--- src/rtl/d16_pipe_ctrl_if.sv ---
// Control bundle between the d16 pipeline sequencer and its datapath.
// The datapath side (master) supplies hazard, memory, branch and halt
// status; the sequencer (slave) returns stage enables, squash strobes and
// its status counters.
interface d16_pipe_ctrl_if #(
   parameter int REG_W = 3
);
   logic             id_uses_a;
   logic             id_uses_b;
   logic [REG_W-1:0] id_src_a;
   logic [REG_W-1:0] id_src_b;
   logic             ex_wr;
   logic [REG_W-1:0] ex_dst;
   logic             wb_wr;
   logic [REG_W-1:0] wb_dst;
   logic             mem_req;
   logic             mem_ack;
   logic             branch_taken;
   logic             halt_req;
   logic             resume;
   logic             stat_clr;

   logic             en_if;
   logic             en_id;
   logic             en_ex;
   logic             en_wb;
   logic             flush_id;
   logic             flush_ex;
   logic             flush_wb;
   logic             pc_load;
   logic             halted;
   logic             err_timeout;
   logic [15:0]      stall_cnt;

   modport master (
      output id_uses_a, id_uses_b, id_src_a, id_src_b,
             ex_wr, ex_dst, wb_wr, wb_dst,
             mem_req, mem_ack, branch_taken, halt_req, resume, stat_clr,
      input  en_if, en_id, en_ex, en_wb,
             flush_id, flush_ex, flush_wb,
             pc_load, halted, err_timeout, stall_cnt
   );

   modport slave (
      input  id_uses_a, id_uses_b, id_src_a, id_src_b,
             ex_wr, ex_dst, wb_wr, wb_dst,
             mem_req, mem_ack, branch_taken, halt_req, resume, stat_clr,
      output en_if, en_id, en_ex, en_wb,
             flush_id, flush_ex, flush_wb,
             pc_load, halted, err_timeout, stall_cnt
   );
endinterface

--- src/rtl/d16_pipe_ctrl.sv ---
// Sequencer for the four d16 pipeline register stages (IF->ID, ID->EX,
// EX->WB, WB). Produces per-stage enables and NOP-squash strobes for RAW
// stalls, memory-wait freezes, taken-branch flushes and halt/drain, and
// keeps a saturating count of fetch-stall cycles. Stage controls are
// combinational decodes of state and inputs; only state and counters are
// registered.
module d16_pipe_ctrl #(
   parameter int REG_W       = 3,
   parameter int DRAIN_CYC   = 3,
   parameter int MEM_TIMEOUT = 255
) (
   input logic            sys_clk,
   input logic            sys_rst_n,
   d16_pipe_ctrl_if.slave ctl
);

   typedef enum logic [2:0] {
      S_IDLE  = 3'd0,
      S_RUN   = 3'd1,
      S_MEM   = 3'd2,
      S_DRAIN = 3'd3,
      S_HALT  = 3'd4
   } state_t;

   // MEM_TIMEOUT is legal in 1..255, so it always fits the 8-bit wait counter.
   localparam logic [7:0] MEM_LIMIT  = 8'(MEM_TIMEOUT);
   localparam logic [7:0] DRAIN_LAST = 8'(DRAIN_CYC);

   state_t      state_q,     state_d;
   logic [7:0]  mem_cnt_q,   mem_cnt_d;
   logic [7:0]  drain_cnt_q, drain_cnt_d;
   logic [15:0] stall_cnt_q, stall_cnt_d;
   logic        err_q,       err_d;

   logic [REG_W-1:0] src_a;
   logic [REG_W-1:0] src_b;
   logic [REG_W-1:0] ex_dst;
   logic [REG_W-1:0] wb_dst;
   logic             haz_a;
   logic             haz_b;
   logic             haz;

   logic en_if_c, en_id_c, en_ex_c, en_wb_c;
   logic flush_id_c, flush_ex_c, flush_wb_c;
   logic pc_load_c, halted_c;
   logic stall_cycle;

   assign src_a  = ctl.id_src_a;
   assign src_b  = ctl.id_src_b;
   assign ex_dst = ctl.ex_dst;
   assign wb_dst = ctl.wb_dst;

   // An ID operand is hazardous when an older in-flight instruction will
   // still write that register.
   assign haz_a = ctl.id_uses_a &
                  ((ctl.ex_wr & (src_a == ex_dst)) | (ctl.wb_wr & (src_a == wb_dst)));
   assign haz_b = ctl.id_uses_b &
                  ((ctl.ex_wr & (src_b == ex_dst)) | (ctl.wb_wr & (src_b == wb_dst)));
   assign haz   = haz_a | haz_b;

   // Next-state and stage-control decode; every output defaults to idle.
   always_comb begin
      state_d     = state_q;
      mem_cnt_d   = mem_cnt_q;
      drain_cnt_d = drain_cnt_q;
      err_d       = err_q;
      en_if_c     = 1'b0;
      en_id_c     = 1'b0;
      en_ex_c     = 1'b0;
      en_wb_c     = 1'b0;
      flush_id_c  = 1'b0;
      flush_ex_c  = 1'b0;
      flush_wb_c  = 1'b0;
      pc_load_c   = 1'b0;
      halted_c    = 1'b0;

      case (state_q)
         S_IDLE: begin
            state_d = S_RUN;
         end

         S_RUN: begin
            if (ctl.branch_taken) begin
               // Branch resolution outranks everything: squash the two
               // younger wrong-path instructions and redirect fetch.
               {en_if_c, en_id_c, en_ex_c, en_wb_c} = 4'b1111;
               flush_id_c = 1'b1;
               flush_ex_c = 1'b1;
               pc_load_c  = 1'b1;
            end else if (ctl.mem_req && !ctl.mem_ack) begin
               // Access missed this cycle: freeze front end, let WB retire
               // and feed it bubbles until memory answers.
               en_wb_c    = 1'b1;
               flush_wb_c = 1'b1;
               mem_cnt_d  = 8'd1;
               state_d    = S_MEM;
            end else if (haz) begin
               // Hold IF/ID for one cycle and inject a bubble into EX.
               en_ex_c    = 1'b1;
               en_wb_c    = 1'b1;
               flush_ex_c = 1'b1;
            end else if (ctl.halt_req) begin
               // Stop fetching and let the older instructions drain out.
               en_id_c     = 1'b1;
               en_ex_c     = 1'b1;
               en_wb_c     = 1'b1;
               flush_id_c  = 1'b1;
               drain_cnt_d = 8'd1;
               state_d     = S_DRAIN;
            end else begin
               {en_if_c, en_id_c, en_ex_c, en_wb_c} = 4'b1111;
            end
         end

         S_MEM: begin
            if (ctl.mem_ack) begin
               {en_if_c, en_id_c, en_ex_c, en_wb_c} = 4'b1111;
               mem_cnt_d = 8'd0;
               state_d   = S_RUN;
            end else if (mem_cnt_q == MEM_LIMIT) begin
               // Give up on the access: release the pipe but keep WB
               // squashed so the aborted instruction never retires.
               {en_if_c, en_id_c, en_ex_c, en_wb_c} = 4'b1111;
               flush_wb_c = 1'b1;
               err_d      = 1'b1;
               mem_cnt_d  = 8'd0;
               state_d    = S_RUN;
            end else begin
               en_wb_c    = 1'b1;
               flush_wb_c = 1'b1;
               mem_cnt_d  = mem_cnt_q + 8'd1;
            end
         end

         S_DRAIN: begin
            en_id_c     = 1'b1;
            en_ex_c     = 1'b1;
            en_wb_c     = 1'b1;
            flush_id_c  = 1'b1;
            drain_cnt_d = drain_cnt_q + 8'd1;
            if (drain_cnt_q == DRAIN_LAST) begin
               state_d = S_HALT;
            end
         end

         S_HALT: begin
            halted_c = 1'b1;
            if (ctl.resume) begin
               {en_if_c, en_id_c, en_ex_c, en_wb_c} = 4'b1111;
               state_d = S_RUN;
            end
         end

         default: begin
            state_d = S_IDLE;
         end
      endcase
   end

   // Only fetch stalls taken while actually executing count; idle, drain
   // and halt cycles are deliberate and are not charged.
   assign stall_cycle = ((state_q == S_RUN) || (state_q == S_MEM)) && !en_if_c;

   // Saturating stall counter; a clear request beats the increment.
   always_comb begin
      stall_cnt_d = stall_cnt_q;
      if (ctl.stat_clr) begin
         stall_cnt_d = 16'd0;
      end else if (stall_cycle && (stall_cnt_q != 16'hFFFF)) begin
         stall_cnt_d = stall_cnt_q + 16'd1;
      end
   end

   // State and counter registers; reset aborts whatever was in progress.
   always_ff @(posedge sys_clk or negedge sys_rst_n) begin
      if (!sys_rst_n) begin
         state_q     <= S_IDLE;
         mem_cnt_q   <= 8'd0;
         drain_cnt_q <= 8'd0;
         stall_cnt_q <= 16'd0;
         err_q       <= 1'b0;
      end else begin
         state_q     <= state_d;
         mem_cnt_q   <= mem_cnt_d;
         drain_cnt_q <= drain_cnt_d;
         stall_cnt_q <= stall_cnt_d;
         err_q       <= err_d;
      end
   end

   assign ctl.en_if       = en_if_c;
   assign ctl.en_id       = en_id_c;
   assign ctl.en_ex       = en_ex_c;
   assign ctl.en_wb       = en_wb_c;
   assign ctl.flush_id    = flush_id_c;
   assign ctl.flush_ex    = flush_ex_c;
   assign ctl.flush_wb    = flush_wb_c;
   assign ctl.pc_load     = pc_load_c;
   assign ctl.halted      = halted_c;
   assign ctl.err_timeout = err_q;
   assign ctl.stall_cnt   = stall_cnt_q;

endmodule
--- src/flat_wrapper.sv ---
// flat-port wrapper written by rule: the top's interface ports become plain ports
module d16_pipe_ctrl_flat 
#(
   parameter int REG_W       = 3,
   parameter int DRAIN_CYC   = 3,
   parameter int MEM_TIMEOUT = 255
)
  (sys_clk, sys_rst_n, ctl_id_uses_a, ctl_id_uses_b, ctl_id_src_a, ctl_id_src_b, ctl_ex_wr, ctl_ex_dst, ctl_wb_wr, ctl_wb_dst, ctl_mem_req, ctl_mem_ack, ctl_branch_taken, ctl_halt_req, ctl_resume, ctl_stat_clr, ctl_en_if, ctl_en_id, ctl_en_ex, ctl_en_wb, ctl_flush_id, ctl_flush_ex, ctl_flush_wb, ctl_pc_load, ctl_halted, ctl_err_timeout, ctl_stall_cnt);
  d16_pipe_ctrl_if #(.REG_W(REG_W)) ctl_i ();
  input logic sys_clk;
  input logic sys_rst_n;
  input wire logic [$bits(ctl_i.id_uses_a)-1:0] ctl_id_uses_a;
  input wire logic [$bits(ctl_i.id_uses_b)-1:0] ctl_id_uses_b;
  input wire logic [$bits(ctl_i.id_src_a)-1:0] ctl_id_src_a;
  input wire logic [$bits(ctl_i.id_src_b)-1:0] ctl_id_src_b;
  input wire logic [$bits(ctl_i.ex_wr)-1:0] ctl_ex_wr;
  input wire logic [$bits(ctl_i.ex_dst)-1:0] ctl_ex_dst;
  input wire logic [$bits(ctl_i.wb_wr)-1:0] ctl_wb_wr;
  input wire logic [$bits(ctl_i.wb_dst)-1:0] ctl_wb_dst;
  input wire logic [$bits(ctl_i.mem_req)-1:0] ctl_mem_req;
  input wire logic [$bits(ctl_i.mem_ack)-1:0] ctl_mem_ack;
  input wire logic [$bits(ctl_i.branch_taken)-1:0] ctl_branch_taken;
  input wire logic [$bits(ctl_i.halt_req)-1:0] ctl_halt_req;
  input wire logic [$bits(ctl_i.resume)-1:0] ctl_resume;
  input wire logic [$bits(ctl_i.stat_clr)-1:0] ctl_stat_clr;
  output wire logic [$bits(ctl_i.en_if)-1:0] ctl_en_if;
  output wire logic [$bits(ctl_i.en_id)-1:0] ctl_en_id;
  output wire logic [$bits(ctl_i.en_ex)-1:0] ctl_en_ex;
  output wire logic [$bits(ctl_i.en_wb)-1:0] ctl_en_wb;
  output wire logic [$bits(ctl_i.flush_id)-1:0] ctl_flush_id;
  output wire logic [$bits(ctl_i.flush_ex)-1:0] ctl_flush_ex;
  output wire logic [$bits(ctl_i.flush_wb)-1:0] ctl_flush_wb;
  output wire logic [$bits(ctl_i.pc_load)-1:0] ctl_pc_load;
  output wire logic [$bits(ctl_i.halted)-1:0] ctl_halted;
  output wire logic [$bits(ctl_i.err_timeout)-1:0] ctl_err_timeout;
  output wire logic [$bits(ctl_i.stall_cnt)-1:0] ctl_stall_cnt;
  assign ctl_i.id_uses_a = ctl_id_uses_a;
  assign ctl_i.id_uses_b = ctl_id_uses_b;
  assign ctl_i.id_src_a = ctl_id_src_a;
  assign ctl_i.id_src_b = ctl_id_src_b;
  assign ctl_i.ex_wr = ctl_ex_wr;
  assign ctl_i.ex_dst = ctl_ex_dst;
  assign ctl_i.wb_wr = ctl_wb_wr;
  assign ctl_i.wb_dst = ctl_wb_dst;
  assign ctl_i.mem_req = ctl_mem_req;
  assign ctl_i.mem_ack = ctl_mem_ack;
  assign ctl_i.branch_taken = ctl_branch_taken;
  assign ctl_i.halt_req = ctl_halt_req;
  assign ctl_i.resume = ctl_resume;
  assign ctl_i.stat_clr = ctl_stat_clr;
  assign ctl_en_if = ctl_i.en_if;
  assign ctl_en_id = ctl_i.en_id;
  assign ctl_en_ex = ctl_i.en_ex;
  assign ctl_en_wb = ctl_i.en_wb;
  assign ctl_flush_id = ctl_i.flush_id;
  assign ctl_flush_ex = ctl_i.flush_ex;
  assign ctl_flush_wb = ctl_i.flush_wb;
  assign ctl_pc_load = ctl_i.pc_load;
  assign ctl_halted = ctl_i.halted;
  assign ctl_err_timeout = ctl_i.err_timeout;
  assign ctl_stall_cnt = ctl_i.stall_cnt;
  d16_pipe_ctrl #(.REG_W(REG_W), .DRAIN_CYC(DRAIN_CYC), .MEM_TIMEOUT(MEM_TIMEOUT)) u_core (.sys_clk(sys_clk), .sys_rst_n(sys_rst_n), .ctl(ctl_i));
endmodule
--- config.mk ---
export PLATFORM = sky130hd
export DESIGN_NAME = d16_pipe_ctrl_flat
export DESIGN_NICKNAME = d
export VERILOG_FILES = /design/src/rtl/d16_pipe_ctrl_if.sv /design/src/rtl/d16_pipe_ctrl.sv /design/src/flat_wrapper.sv
export SDC_FILE = /design/constraint.sdc
export NUM_CORES = 1
export LEC_CHECK = 0
export ABC_AREA = 1
export CAP_MARGIN = 25
export CORE_MARGIN = 2
export CORE_UTILIZATION = 52
export CTS_CLUSTER_DIAMETER = 80
export CTS_CLUSTER_SIZE = 14
export DETAILED_ROUTE_END_ITERATION = 8
export GPL_ROUTABILITY_DRIVEN = 0
export PLACE_DENSITY_LB_ADDON = 0.25
export RECOVER_POWER = 100
export SLEW_MARGIN = 20
export SYNTH_ARGS = -nofsm -noshare
export SYNTH_HDL_FRONTEND = slang
export SYNTH_SLANG_ARGS = --single-unit
--- constraint.sdc ---
create_clock -name sys_clk -period 1.99 [get_ports sys_clk]
set_input_delay 0.398 -clock sys_clk [delete_from_list [all_inputs] [get_ports sys_clk]]
set_output_delay 0.398 -clock sys_clk [all_outputs]
set_load 0.01 [all_outputs]
# Word level (Yosys, flattened, before mapping)
# Cells that the tools add are included.
# op_classes
addsub	3
n_eq_ne	21
mux	53
bitwise_logic	10
reduce_logical	15
# ops
cell	count
2-to-1 mux 8 bit	8
2-to-1 mux 16 bit	2
one-hot mux 8 bit (2 select lines)	2
2-to-1 mux 1 bit	26
2-to-1 mux 3 bit	8
adder 16 x 1 -> 16 bit (second input constant)	1
adder 8 x 1 -> 8 bit (second input constant)	2
inequality test 16 bit (second input constant)	1
one-hot mux 3 bit (5 select lines)	1
== test 3 bit	4
inequality test 2 bit (second input constant)	5
== test 8 x 2 -> 1 bit (second input constant)	1
== test 8 bit (second input constant)	1
one-hot mux 1 bit (4 select lines)	2
bitwise AND 1 bit	6
== test 3 x 2 -> 1 bit (second input constant)	2
inequality test 3 x 2 -> 1 bit (second input constant)	2
one-hot mux 1 bit (2 select lines)	3
AND reduction 3 bit	2
AND reduction 6 bit	1
nonzero test 2 bit	3
AND reduction 5 bit	1
inequality test 2 x 1 -> 1 bit (second input constant)	2
== test 3 x 1 -> 1 bit (second input constant)	1
10 further kinds	15
# totals
ff_bits	36
inputBits	24
output_inout_bits	26
elab_cells	107

# Longest topological paths before layout
# Gate-level depths: netlist of run 1.
# logic_depth
depth_word	14
ltp_mapped	13
mapped_depth_nobuf	12

# Worst setup path after synthesis of run 1
# Ideal clock, no wire load.
# synth_path
path_kind	register to output
from	reg u_core.mem_cnt_q[0]
to	out ctl_en_id
t_arrival_ns	1.374
required_ns	1.592
slack_ns	0.218
stages_incl_launch_ff	10
n_path_buf	0
path_cell_list	dfrtp_1 > ha_1 > nand2_1 > nor2_1 > nand2_1 > nand2_1 > a21oi_4 > inv_1 > nor2_1 > o21ai_0
# synth_between
elab_chain_cells	4
# synth_rtl
item	line	text
from (decl)	d16_pipe_ctrl.sv:30	logic [7:0] mem_cnt_q, mem_cnt_d;
from (signal assigned)	d16_pipe_ctrl.sv:184	mem_cnt_q <= mem_cnt_d;
== test 8 bit	d16_pipe_ctrl.sv:120	end else if (mem_cnt_q == MEM_LIMIT) begin
2-to-1 mux 1 bit	d16_pipe_ctrl.sv:120	
2-to-1 mux 1 bit	d16_pipe_ctrl.sv:116	if (ctl.mem_ack) begin
one-hot mux 1 bit (4 select lines)	d16_pipe_ctrl.sv:77	case (state_q)
to (decl)	flat_wrapper.sv:27	output wire logic [$bits(ctl_i.en_id)-1:0] ctl_en_id;
# No other way between the ends.

# Worst setup path after layout of run 1
# layout_path
from	reg u_core.mem_cnt_q[1]
to	out ctl_en_id
# The elaborated chain is that of the path after synthesis.

==> results of run 1 <==
==> per-layer routing <==
layer  up-vias  part of all wire [%]  GRT usage, %
met4         0                   1.5          8.53
met2        93                    51          45.0
li1       1440                     -             -
met1      1306                    43          30.3
met3        15                   4.9          4.47
met5         -                     0             0
==> where the power goes <==
part	switching [mW]	total (mW)	internal [mW]
registers	0.161	1.04	0.883
logic	1.14	2.04	0.902
clock network	0.279	0.523	0.244
==> final timing paths <==
| kind | endpoint | slack, ns | from | cells past startpoint |
|---|---|---|---|---|
| max | ctl_en_id | -0.05 | u_core.mem_cnt_q[1] | 10 |
| max reg2reg | u_core.ctl.stall_cnt[9] | 0.07 | u_core.ctl.stall_cnt[1] | 10 |
| max in group asynchronous | u_core.drain_cnt_q[6] | 0.65 | sys_rst_n | 2 |
| min | u_core.ctl.err_timeout | 0.46 | ctl_mem_ack | 4 |
| min reg2reg | u_core.ctl.err_timeout | 0.49 | u_core.ctl.err_timeout | 1 |
| min in group asynchronous | u_core.ctl.stall_cnt[14] | 0.76 | sys_rst_n | 2 |
==> area by class of cell <==
cell class,count,area [sq um]
multi-input combinational,302,1500
fill,393,1220
sequential,36,901
timing repair buffer,98,769
inverter,50,190
tap,67,83.8
clock buffer,5,68.8
clock inverter,3,18.8
==> kinds of logic (layout without fill, tap and decap cells) <==
group | after synthesis | after routing | synth area share [%]
simple gates | 263 | 263 | 45.1
buf+inv | 56 | 156 | 8.73
flops | 36 | 36 | 34.9
compound gates | 24 | 24 | 5.77
xor+xnor | 12 | 12 | 4.07
fa+ha+maj | 3 | 3 | 1.46
==> cells in the mapped netlist <==
master | n | area share [%]
sky130_fd_sc_hd__a211oi_1 | 1 | 0.29
sky130_fd_sc_hd__a21oi_1 | 4 | 0.78
sky130_fd_sc_hd__a21oi_4 | 1 | 0.63
sky130_fd_sc_hd__a22o_1 | 1 | 0.34
sky130_fd_sc_hd__buf_2 | 1 | 0.19
sky130_fd_sc_hd__buf_4 | 1 | 0.29
sky130_fd_sc_hd__buf_6 | 1 | 0.44
sky130_fd_sc_hd__clkbuf_1 | 3 | 0.44
sky130_fd_sc_hd__clkinv_1 | 1 | 0.15
sky130_fd_sc_hd__dfrtp_1 | 36 | 35
sky130_fd_sc_hd__ha_1 | 3 | 1.5
sky130_fd_sc_hd__inv_1 | 46 | 6.7
sky130_fd_sc_hd__inv_2 | 2 | 0.29
sky130_fd_sc_hd__inv_4 | 1 | 0.24
sky130_fd_sc_hd__nand2_1 | 138 | 20
sky130_fd_sc_hd__nand2_2 | 3 | 0.73
sky130_fd_sc_hd__nand2_4 | 1 | 0.44
sky130_fd_sc_hd__nand3_1 | 38 | 7.4
sky130_fd_sc_hd__nand3_2 | 3 | 1.2
sky130_fd_sc_hd__nand3_4 | 1 | 0.68
sky130_fd_sc_hd__nand3b_1 | 1 | 0.29
sky130_fd_sc_hd__nand4_1 | 5 | 1.2
sky130_fd_sc_hd__nor2_1 | 51 | 7.4
sky130_fd_sc_hd__nor2_2 | 2 | 0.48
sky130_fd_sc_hd__nor2_4 | 1 | 0.44
sky130_fd_sc_hd__nor2_8 | 1 | 0.78
sky130_fd_sc_hd__nor3_1 | 12 | 2.3
sky130_fd_sc_hd__nor3_2 | 1 | 0.39
sky130_fd_sc_hd__nor3b_1 | 1 | 0.29
sky130_fd_sc_hd__nor4_1 | 1 | 0.24
sky130_fd_sc_hd__o211ai_1 | 1 | 0.29
sky130_fd_sc_hd__o21ai_0 | 10 | 1.9
sky130_fd_sc_hd__o21ai_1 | 2 | 0.39
sky130_fd_sc_hd__o21bai_1 | 2 | 0.58
sky130_fd_sc_hd__o22ai_1 | 1 | 0.24
sky130_fd_sc_hd__o31ai_1 | 1 | 0.29
sky130_fd_sc_hd__or2_2 | 3 | 0.73
sky130_fd_sc_hd__xnor2_1 | 1 | 0.34
sky130_fd_sc_hd__xor2_1 | 11 | 3.7
==> cells in the final DEF (no fill, tap or decap), types with 3 or more instances in the layout <==
cell type                         Yosys  layout
sky130_fd_sc_hd__a21oi_1              4       4
sky130_fd_sc_hd__buf_2                1       5
sky130_fd_sc_hd__buf_4                1      44
sky130_fd_sc_hd__clkbuf_2             0      14
sky130_fd_sc_hd__clkbuf_8             0       5
sky130_fd_sc_hd__clkdlybuf4s50_1      0       7
sky130_fd_sc_hd__dfrtp_1             36      36
sky130_fd_sc_hd__dlygate4sd2_1        0       3
sky130_fd_sc_hd__dlygate4sd3_1        0      18
sky130_fd_sc_hd__inv_1               46      42
sky130_fd_sc_hd__inv_2                2       6
sky130_fd_sc_hd__nand2_1            138     126
sky130_fd_sc_hd__nand2_2              3      14
sky130_fd_sc_hd__nand3_1             38      39
sky130_fd_sc_hd__nand4_1              5       5
sky130_fd_sc_hd__nor2_1              51      48
sky130_fd_sc_hd__nor2_2               2       5
sky130_fd_sc_hd__nor3_1              12      12
sky130_fd_sc_hd__o21ai_0             10       8
sky130_fd_sc_hd__o21ai_1              2       3
sky130_fd_sc_hd__or2_2                3       3
sky130_fd_sc_hd__xor2_1              11      11
==> through the flow <==
| step | instance area (sq um) | std cells | util [%] | worst slack (ns) | total power [mW] |
|---|---|---|---|---|---|
| after floorplan | 2580 | 394 | - | 0.218 | 2.16 |
| after global placement | 3440 | 545 | 72.3 | -0.632 | 3.06 |
| after detailed placement | 3440 | 545 | 72.3 | -0.670 | 3.13 |
| after CTS | 3550 | 559 | 74.8 | -0.0993 | 3.62 |
| after global routing | 3530 | 561 | 74.2 | -0.159 | 3.87 |
| final | 3530 | 561 | 74.2 | -0.0531 | 3.61 |
==> timing repair <==
item                                    in CTS  in global routing
hold endpoints to repair                     0                  0
setup buffers                                6                  2
resized for setup                           53                 45
pin swaps                                   10                 15
endpoints found under the setup margin       9                 16
==> registers in the layout, indices dropped and copies added, names as in the netlist <==
signal                  count
u_core.ctl.stall_cnt       16
u_core.mem_cnt_q            8
u_core.drain_cnt_q          8
u_core.ctl.err_timeout      1
u_core.state_q              3
==> worst min-delay path: stages <==
cell	delay, ns
sky130_fd_sc_hd__dlymetal6s2s_1	0.13
sky130_fd_sc_hd__nor2_2	0.06
sky130_fd_sc_hd__inv_1	0.06
sky130_fd_sc_hd__o21bai_1	0.07
==> run summary, run 1 <==
The clock tree synthesis step divided the H-tree into 2 levels. Timing would allow up to 0.489 GHz. Setup repair after global routing could not meet its margin everywhere. The DRC violation count after routing was 0.

TritonCTS created 5 clock buffers. The kind of cell adding the most delay to the critical path was flip-flops. By instance count, the cell type seen most on the critical path is sky130_fd_sc_hd__nand2_2. Number of synthesized register bits: 36.

The cell area power density is 1020 nW/um^2. The final cycle utilization of the critical path was 103%. The tools report the clock tree skew after final layout as 0.0141 ns. The logs give -0.0531 ns for the worst path setup slack after routing and 0 for the number of hold violations in the final report. The final route contains 2854 vias.

The worst setup path is launched from a flip-flop. Averaged over all synthesized cells, the footprint is 6.55 sq um. For this run, the number of Yosys warnings is 0. For this configuration, the core starts out at a cell density of 54.3%.

The worst pin sits at a relative slew slack of 38.9%. TritonCTS built the clock tree. For this design, the sink count on the clock tree is 36. The repair_antennas step left the layout with diodes totalling 0. The area added between synthesis and finish came out at 36.8%.

Global routing used 25.1% of the available tracks across all layers. The number of global-route vias before repair is 2721, and the sequential share of the synthesized area is 34.9%. For this run, the post-layout net count is 520. The final layout contains routed wiring with a total length of 6.62 mm. Yosys mapped the design onto 39 distinct sky130hd cell types. The logs give 0 for the remaining antenna violation count after routing and -0.140 ns for the post-route setup TNS. For the leakage power, the log shows 1.89 nW. The number of antenna violations at the first check in global routing was 0. The path type of the worst min-delay path was input pin to flip-flop. The logs give 0 for the max-capacitance violation count and 0 for the number of max-slew violations in the final report. The core area came out at 4750 sq um.

The tools report the buffer cell driving the clock tree root as sky130_fd_sc_hd__clkbuf_8. The die is 74.4 um wide. Traced cell by cell, the critical path runs through ha_2 > nand2_2 > nor2_2 > nand2_2 > nand2_2 > a21oi_4 > inv_2 > nor2_2 > o21ai_1 > buf_2.

The post-route netlist has 23.1% of its cells at a drive strength greater than 1. The first routing iteration left 253 violations. The largest net degree at the start of global routing is 37. The die is 74.4 um tall. The critical path endpoint category was an output port. At the pin with the least slew margin, the transition time is 0.917 ns. Category of the most critical setup path: flip-flop to output port.

Before antenna repair, the detailed router went through 4 iterations. 50 I/O pins were placed. The total half-perimeter wirelength after legalization and detailed placement was 4.84 mm; the die area was 5540 sq um. The later pin in the worst-skew pair is clocked with a latency of 0.30 ns. The floorplan has 25 rows.

Clock-pin slew on the worst setup and hold paths: 0.07 ns. Global routing finished with a remaining overflow of 0. The worst-case IR drop observed on VDD is 0.721 mV.

The worst-case clock buffer depth was 2; the via-per-instance ratio was 5.09. The number of nets produced by synthesis is 421, and the required arrival time at the worst endpoint is 1.59 ns. In the final routed layout, each cell accounts on average for 11.8 um. STA puts the critical path data arrival time at 1.65 ns.

The count of buffers from port buffering works out to 49. The number of instances in the synthesized netlist is 394. For this design, the slowest cell found on the critical path is sky130_fd_sc_hd__dfrtp_1. The post-synthesis cell area was 2580 sq um. Of all nets on the critical path, the largest fanout is 2. The run gives 3 as the final setup violation count. The final reports fail on setup timing. The run finished, with violations left. Hold repair after CTS inserted 0 buffers.

Across all hold checks on the routed design, the worst slack comes to 0.462 ns. The first global-routing pass estimated 11.0 mm of wire. Together, buffers and inverters on the worst path number 2. The post-route minimum period was 2.04 ns; the largest incremental delay on the critical path was 0.39 ns.
No activity file was read; power rests on OpenSTA's default activity.
==> inputs of run 2 (changes only) <==
--- a/config.mk
+++ b/config.mk
@@ -7,4 +7,5 @@
 export LEC_CHECK = 0
 export ABC_AREA = 1
+export ABC_CLOCK_PERIOD_IN_PS = 1990
 export CAP_MARGIN = 25
 export CORE_MARGIN = 2
==> constraint.sdc (replaced) <==
create_clock -name sys_clk -period 1.99 [get_ports sys_clk]
set_input_delay 0.398 -clock sys_clk [delete_from_list [all_inputs] [get_ports sys_clk]]
set_output_delay 0.398 -clock sys_clk [all_outputs]
set_load 0.005 [all_outputs]
==> run 2 against run 1 <==
The run still ends with setup timing left. Largest cell class unchanged. Setup slack improved by 0.0019 ns. First-iteration DRC count decreased by 6.7%. Register-to-register slack got worse by 0.06 ns. Global-route usage increased by 3.7 points.
==> run summary, run 2 (same netlist as run 1, synthesis figures left out) <==
The post-route setup TNS is -0.0923 ns. The capture point of the worst reg-to-reg path was u_core.mem_cnt_q[6]. Wires add up to 7.66 mm. The launch point of the worst reg-to-reg path is u_core.mem_cnt_q[1].

TritonCTS built the clock tree. The run gives 3033 as the overall via count from detail_route. Kind of launch point of the worst setup path: a flip-flop. The wire-length estimate of the detail-placed layout is 4.87 mm.

The worst path needs 2.04 ns of the cycle, external delays included. The leakage power is 1.90 nW. The worst hold path was traced through 4 stages.

During placement, the flow inserted port buffers numbering 49. The worst setup path is of the flip-flop to output port kind. The routed design uses 3.84 mm of met2 wire. The insertion delay to the later sink of the worst-skew pair is 0.30 ns, and the area added between synthesis and finish is 42.4%. The number of placed instances with taps included came out at 544. For this design the top-level I/O count stands at 50. The number of hold buffers added after CTS was 0. Once detail routing completed, the nets flagged for antenna violations numbered 0. On the final layout, the worst hold slack is 0.490 ns. Derived from the worst setup path, the maximum achievable clock frequency is 0.490 GHz.

Counting cells, the worst reg-to-reg path comes to 13. Setup repair after global routing could not meet its margin everywhere. In this run the register-to-register setup slack is 0.01 ns. TritonCTS created 5 clock buffers. The finished layout holds 569 standard cells, fillers aside.

The tools report the worst-case hold path end point as u_core.ctl.err_timeout. The clock tree skew after final layout is 0.0131 ns, and the fraction of final layout cells with drive strength greater than 1 is 25.3%. The number of antenna violations at the first check in global routing is 0. Critical path endpoint category: an output port. The die is 74.4 um tall. The via-per-instance ratio was 5.33. After detailed routing, the number of remaining DRC violations is 0.

The run gives 5540 sq um as the die area. The highest metal layer carrying signal wires in the routed design is met4. Together, buffers and inverters on the worst path number 2.

The path type of the worst min-delay path is input pin to flip-flop. STA puts the critical path data required time at 1.59 ns. For this configuration, the core starts out at a cell density of 54.3%. For this run the aggregate overflow at the end of global routing stands at 0. The met1 wire length is 3.10 mm. Wire segments on met3 add up to 490 um in the final route. The tools report the net total in the final layout as 528. The commonest non-fill, non-tap cell in the layout is sky130_fd_sc_hd__nand2_1.

Dividing the detail-routed wire length by the instance count gives 13.5 um. Kind of cell adding the most delay to the critical path: flip-flops. The clock-pin slew on the worst setup and hold paths came out at 0.07 ns. The cell area power density is 1040 nW/um^2. In the layout the commonest cells are sky130_fd_sc_hd__nand2_1, sky130_fd_sc_hd__buf_4, sky130_fd_sc_hd__nor2_1, sky130_fd_sc_hd__inv_1, sky130_fd_sc_hd__nand3_1. Total power for the finished layout comes to 3.82 mW. The clock drives 36 sinks. The tools report the maximum vdd ir drop as 0.731 mV. The number of antenna diodes in the final layout is 0. The final setup violation count came out at 3. The largest incremental delay on the critical path works out to 0.42 ns.

The largest individual stage delay along the critical path comes from the cell sky130_fd_sc_hd__dfrtp_1. The global-route wire length before repair was 12.4 mm; the number of hold violations in the final report was 0. The first TritonRoute pass finished after 4 iterations. The number of levels in the clock H-tree is 2, and the flip-flop count of the largest register after layout is 16. The signal on the critical path passes through ha_4 > nand2_4 > nor2_4 > nand2_2 > nand2_2 > a21oi_4 > inv_2 > nor2_4 > o21ai_1 > buf_2. The worst path setup slack after routing is -0.0512 ns. The critical path arrival was 1.64 ns.

The worst-case headroom to the max-slew limit is 40.0%, and the number of global-route vias before repair is 2811. The floorplan step set the die width to 74.4 um. Of all nets on the critical path, the largest fanout is 2.

The tools report the number of max-slew violations in the final report as 0. Global routing used 28.9% of the available tracks across all layers. The startpoint of the lowest-slack hold path was ctl_mem_ack. The clock passes through at most 2 buffers. For the placement row count, the log shows 25. The tools report the core area as 4750 sq um.

The checks that failed: setup timing. The final cycle utilization of the critical path came out at 103%. The run finished, with violations left. The tool flagged a number of max-cap violations equal to 0. After the first detailed-routing iteration, the DRC count stood at 236.

Clock tree synthesis selected as its root buffer the cell sky130_fd_sc_hd__clkbuf_8. Entering global routing, the biggest net connects 37 pins. At the pin with the least slew margin, the transition time is 0.901 ns.
-- run 2: cell types whose count changed in the layout (fill, tap and decap cells not counted), sizes merged --
cell	delta
buf	+11
clkbuf	-5
dlymetal6s2s	-1
clkdlybuf4s15	+1
dlygate4sd3	-17
clkdlybuf4s50	+17
dlygate4sd2	+2
-- run 2: final cells by class --
cell class / instances / area (sq um)
multi-input cells: 302 / 1560
clock buffers: 5 / 68.8
inverters: 50 / 190
clock inverters: 3 / 18.8
well taps: 67 / 83.8
repair buffers: 106 / 855
fillers: 359 / 1080
flip-flops and latches: 36 / 901
-- run 2: per-layer routing --
layer  up-vias  GRT usage (%)
li1       1453              -
met1      1407           34.0
met2       145           52.2
met3        28           5.42
met4         0           10.1
met5         -              0
-- run 2: how the worst max path moves through the flow --
| stage | startpoint | to | slack [ns] | cells past startpoint |
|---|---|---|---|---|
| 6_report | u_core.mem_cnt_q[1] | ctl_en_id | -0.05 | 10 |
| 5_1_grt | u_core.state_q[0] | ctl_flush_wb | -0.13 | 8 |
| 4_1_cts | u_core.mem_cnt_q[1] | ctl_en_if | -0.07 | 9 |
| 3_5_place_dp | ctl_ex_dst[2] | ctl_flush_id | -0.66 | 13 |
| 2_1_floorplan | u_core.mem_cnt_q[0] | ctl_en_id | 0.26 | 9 |
| 3_3_place_gp | ctl_wb_dst[1] | ctl_flush_id | -0.60 | 12 |
-- run 2: where the power goes --
group          internal, mW  switching (mW)  total, mW
clock                 0.244           0.287      0.531
sequential            0.882           0.167       1.05
combinational          1.04            1.20       2.24
total                  2.17            1.66       3.82
-- run 2: repair_timing --
| item | in CTS | in global routing |
|---|---|---|
| pin swaps | 18 | 19 |
| resized for setup | 59 | 45 |
| setup buffers | 15 | 4 |
| setup endpoints to repair | 9 | 27 |
-- run 2: worst min-delay path: cells and delay by family --
| family | cells | cell delay [ns] |
|---|---|---|
| AND/OR/NAND/NOR | 1 | 0.07 |
| buffers and inverters | 2 | 0.20 |
| AO/OA/AOI/OAI | 1 | 0.08 |
-- run 2: stage by stage --
step / area, sq um / setup WS, ns / util, %
after floorplan: 2580 / 0.264 / -
after global placement: 3430 / -0.599 / 72.2
final: 3670 / -0.0512 / 77.3
after CTS: 3650 / -0.0707 / 76.8
after global routing: 3670 / -0.127 / 77.3
after detailed placement: 3430 / -0.660 / 72.2
==> inputs of run 3 (changes only) <==
- ABC_CLOCK_PERIOD_IN_PS: 1990 -> 2300
- clock period: 1.99 -> 2.3 ns (I/O delays scaled with it)
==> run 3 against run 2 <==
The flow now finishes without violations. Wire length is 17% lower. Total power fell by 21%. Sequential power is 12% lower. Worst hold slack got worse by 0.0082 ns. Core utilization decreased by 4.9 points. Setup slack better by 0.092 ns. Critical endpoint is now ctl_en_wb. Largest power group unchanged.
==> run summary, run 3 (same netlist as run 1, synthesis figures left out) <==
The worst-case clock buffer depth was 2. Setup violations remaining at the end of the flow were counted as 0. After layout, the minimum clock period comes to 2.26 ns. Entering global routing, the biggest net connects 37 pins. The tools report the total track usage as 24.4%.

The register with the most flip-flops in the layout has 16 of them. The remaining antenna violation count after routing was 0; the insertion delay to the later sink of the worst-skew pair was 0.29 ns. Counting tap cells, the placed design contains a total of 525 instances. The number of I/O pins was 50. For the number of antenna violations at the first check in global routing, the log shows 0.

The internal portion of the total power is 1.77 mW. Leaving out fill and tap cells, the most frequent cell in the layout is sky130_fd_sc_hd__nand2_1. The library cells used most frequently in the layout, excluding fill and tap cells, are sky130_fd_sc_hd__nand2_1, sky130_fd_sc_hd__nor2_1, sky130_fd_sc_hd__inv_1, sky130_fd_sc_hd__nand3_1, sky130_fd_sc_hd__dfrtp_1.

Setup repair after global routing could not meet its margin everywhere. The critical path endpoint category was an output port. The logs give 2530 for the number of global-route vias before repair and 5540 sq um for the die area.

The core region is 4750 sq um. For the net total in the final layout, the log shows 498. The run gives 39.9% as the worst-case headroom to the max-slew limit.

At the worst endpoint, the required time is 1.84 ns. The number of buffers inserted during clock tree synthesis is 5, and the count of buffers from port buffering is 49. Maximum vdd ir drop: 0.625 mV. The path type of the worst min-delay path was flip-flop to flip-flop. Max-capacitance violation count: 0. For the antenna diode instance count, the log shows 0. Measured along the y axis, the die boundary spans 74.4 um. In this design, the largest share of critical-path delay is due to buffers and inverters.

The logs give 18.6% for the clock share of power and 1.25 mW for the switching component of the power. In this run, the number of DRC markers left after iteration 0 of detailed routing was 174. The run finished with clean final reports. Power spread over the standard cell area amounts to 878 nW/um^2. TritonCTS built the clock tree.

Hold repair after CTS inserted 0 buffers. The slew of the pin with the lowest slew margin works out to 0.901 ns. Total half-perimeter wirelength after legalization and detailed placement: 4.67 mm.

The post-detailed-route wirelength per cell came out at 11.8 um. Walking the worst path, the cells encountered are buf_4 > nor3_2 > nand2_1 > o211ai_1 > clkdlybuf4s50_1. After filler insertion, the fill cell instance count of the layout stands at 419.

The final cycle utilization of the critical path works out to 98.2%. The kind of launch point of the worst setup path was a flip-flop. Clock tree synthesis found a total of 36 sinks. Overall via count from detail_route: 2749. The tools report the leftover overflow at the end of global routing as 0. The via-per-instance ratio is 5.10, and the share of total power in combinational logic is 50.7%. The fraction of final layout cells with drive strength greater than 1 came out at 14.6%. For the worst setup path, the data arrival time is 1.80 ns. After detailed routing, the total wire length is 6.36 mm. For the fmax, the log shows 0.443 GHz. The tree is rooted in a sky130_fd_sc_hd__clkbuf_8. From left edge to right edge, the die measures 74.4 um. The initial utilization of the core area, before any placement, comes to 54.3%.

The global-route wire length before repair came out at 10.6 mm. From synthesis to final layout, the design area changed by 33.3%. Between clock sinks in the finished design, the worst skew comes to 0.00390 ns. On the critical path, the stage with the largest delay is an instance of sky130_fd_sc_hd__clkdlybuf4s50_1.

The switching power share of the total is 41.4%, and the largest incremental delay on the critical path is 0.54 ns. After clock tree synthesis, the clock-pin slew on the worst setup and hold paths is 0.07 ns. In this run the number of H-tree levels came out at 2. The category of the most critical setup path was flip-flop to output port.

The top fanout value on the critical path is 2. Sum of buffers and inverters on the critical path: 2. For this design the static power due to leakage is 1.80 nW. After floorplanning, the core was divided into 25 placement rows. Share of power burned in registers: 30.7%.

The run gives 0 ns as the post-route setup TNS. For this run, design rule violations remaining after detail routing come to 0. The pre-antenna-repair detailed-routing pass consisted of 6 iterations.

The number of hold violations in the final report was 0; the number of max-slew violations in the final report was 0. The finished layout holds 539 standard cells, fillers aside.
run 3: changes by cell type in the layout (fill, tap and decap cells not counted), sizes merged:
cell / previous run / this run
clkdlybuf4s50: 24 / 12
dlygate4sd3: 1 / 18
buf: 61 / 24
bufinv: 0 / 1
dlygate4sd2: 5 / 11
clkdlybuf4s15: 1 / 2
clkinv: 4 / 2
clkinvlp: 0 / 1
clkbuf: 18 / 11
dlymetal6s2s: 1 / 3
run 3: final cells by class:
class | instances | area (sq um) | share of cell area (%)
clock buffer | 5 | 68.8 | 2.00
clock inverter | 3 | 42.5 | 1.24
inverter | 50 | 190 | 5.53
multi-input combinational | 302 | 1470 | 42.8
sequential | 36 | 901 | 26.2
tap | 67 | 83.8 | 2.44
timing repair buffer | 76 | 679 | 19.8
run 3: power groups by stage:
stage	logic [mW]	clock network [mW]	registers, mW
after CTS	1.57	0.577	0.921
after global placement	1.52	0	0.928
after detailed placement	1.55	0	0.934
after global routing	1.71	0.595	0.946
after floorplan	0.918	0	0.900
final	1.53	0.561	0.926
run 3: through the flow:
| step | setup WS, ns | cell area (sq um) | util [%] | power (mW) | hold slack [ns] |
|---|---|---|---|---|---|
| detailed placement | -0.505 | 3290 | 69.2 | 2.48 | 0.467 |
| global route | -0.0294 | 3440 | 72.3 | 3.25 | 0.508 |
| global placement | -0.412 | 3290 | 69.2 | 2.44 | 0.468 |
| finish | 0.0407 | 3440 | 72.3 | 3.02 | 0.482 |
| CTS | 0.00175 | 3430 | 72.2 | 3.07 | 0.492 |
| floorplan | 0.512 | 2580 | - | 1.82 | 0.164 |
run 3: worst paths after layout:
check | from | to | slack, ns | cells after the start
min | u_core.ctl.err_timeout | u_core.ctl.err_timeout | 0.48 | 1
min in group asynchronous | sys_rst_n | u_core.mem_cnt_q[4] | 0.81 | 2
max reg2reg | u_core.state_q[0] | u_core.ctl.stall_cnt[9] | 0.26 | 11
min reg2reg | u_core.ctl.err_timeout | u_core.ctl.err_timeout | 0.48 | 1
max | u_core.state_q[0] | ctl_en_wb | 0.04 | 5
max in group asynchronous | sys_rst_n | u_core.mem_cnt_q[1] | 0.91 | 2
run 3: layer usage:
metal / wire, um / global-route usage, % / vias up / part of all wire (%)
li1: - / - / 1394 / -
met1: 2720 / 29.8 / 1249 / 43
met2: 3220 / 43.1 / 96 / 51
met3: 340 / 4.34 / 10 / 5.3
met4: 85 / 8.73 / 0 / 1.3
met5: 0 / 0 / - / 0
run 3: repair_timing:
action                                  in CTS  in global routing
pin swaps                                    7                 11
cloned                                       0                  0
resized for setup                           33                 15
endpoints found under the setup margin       7                  8
buffers inserted                             4                  2
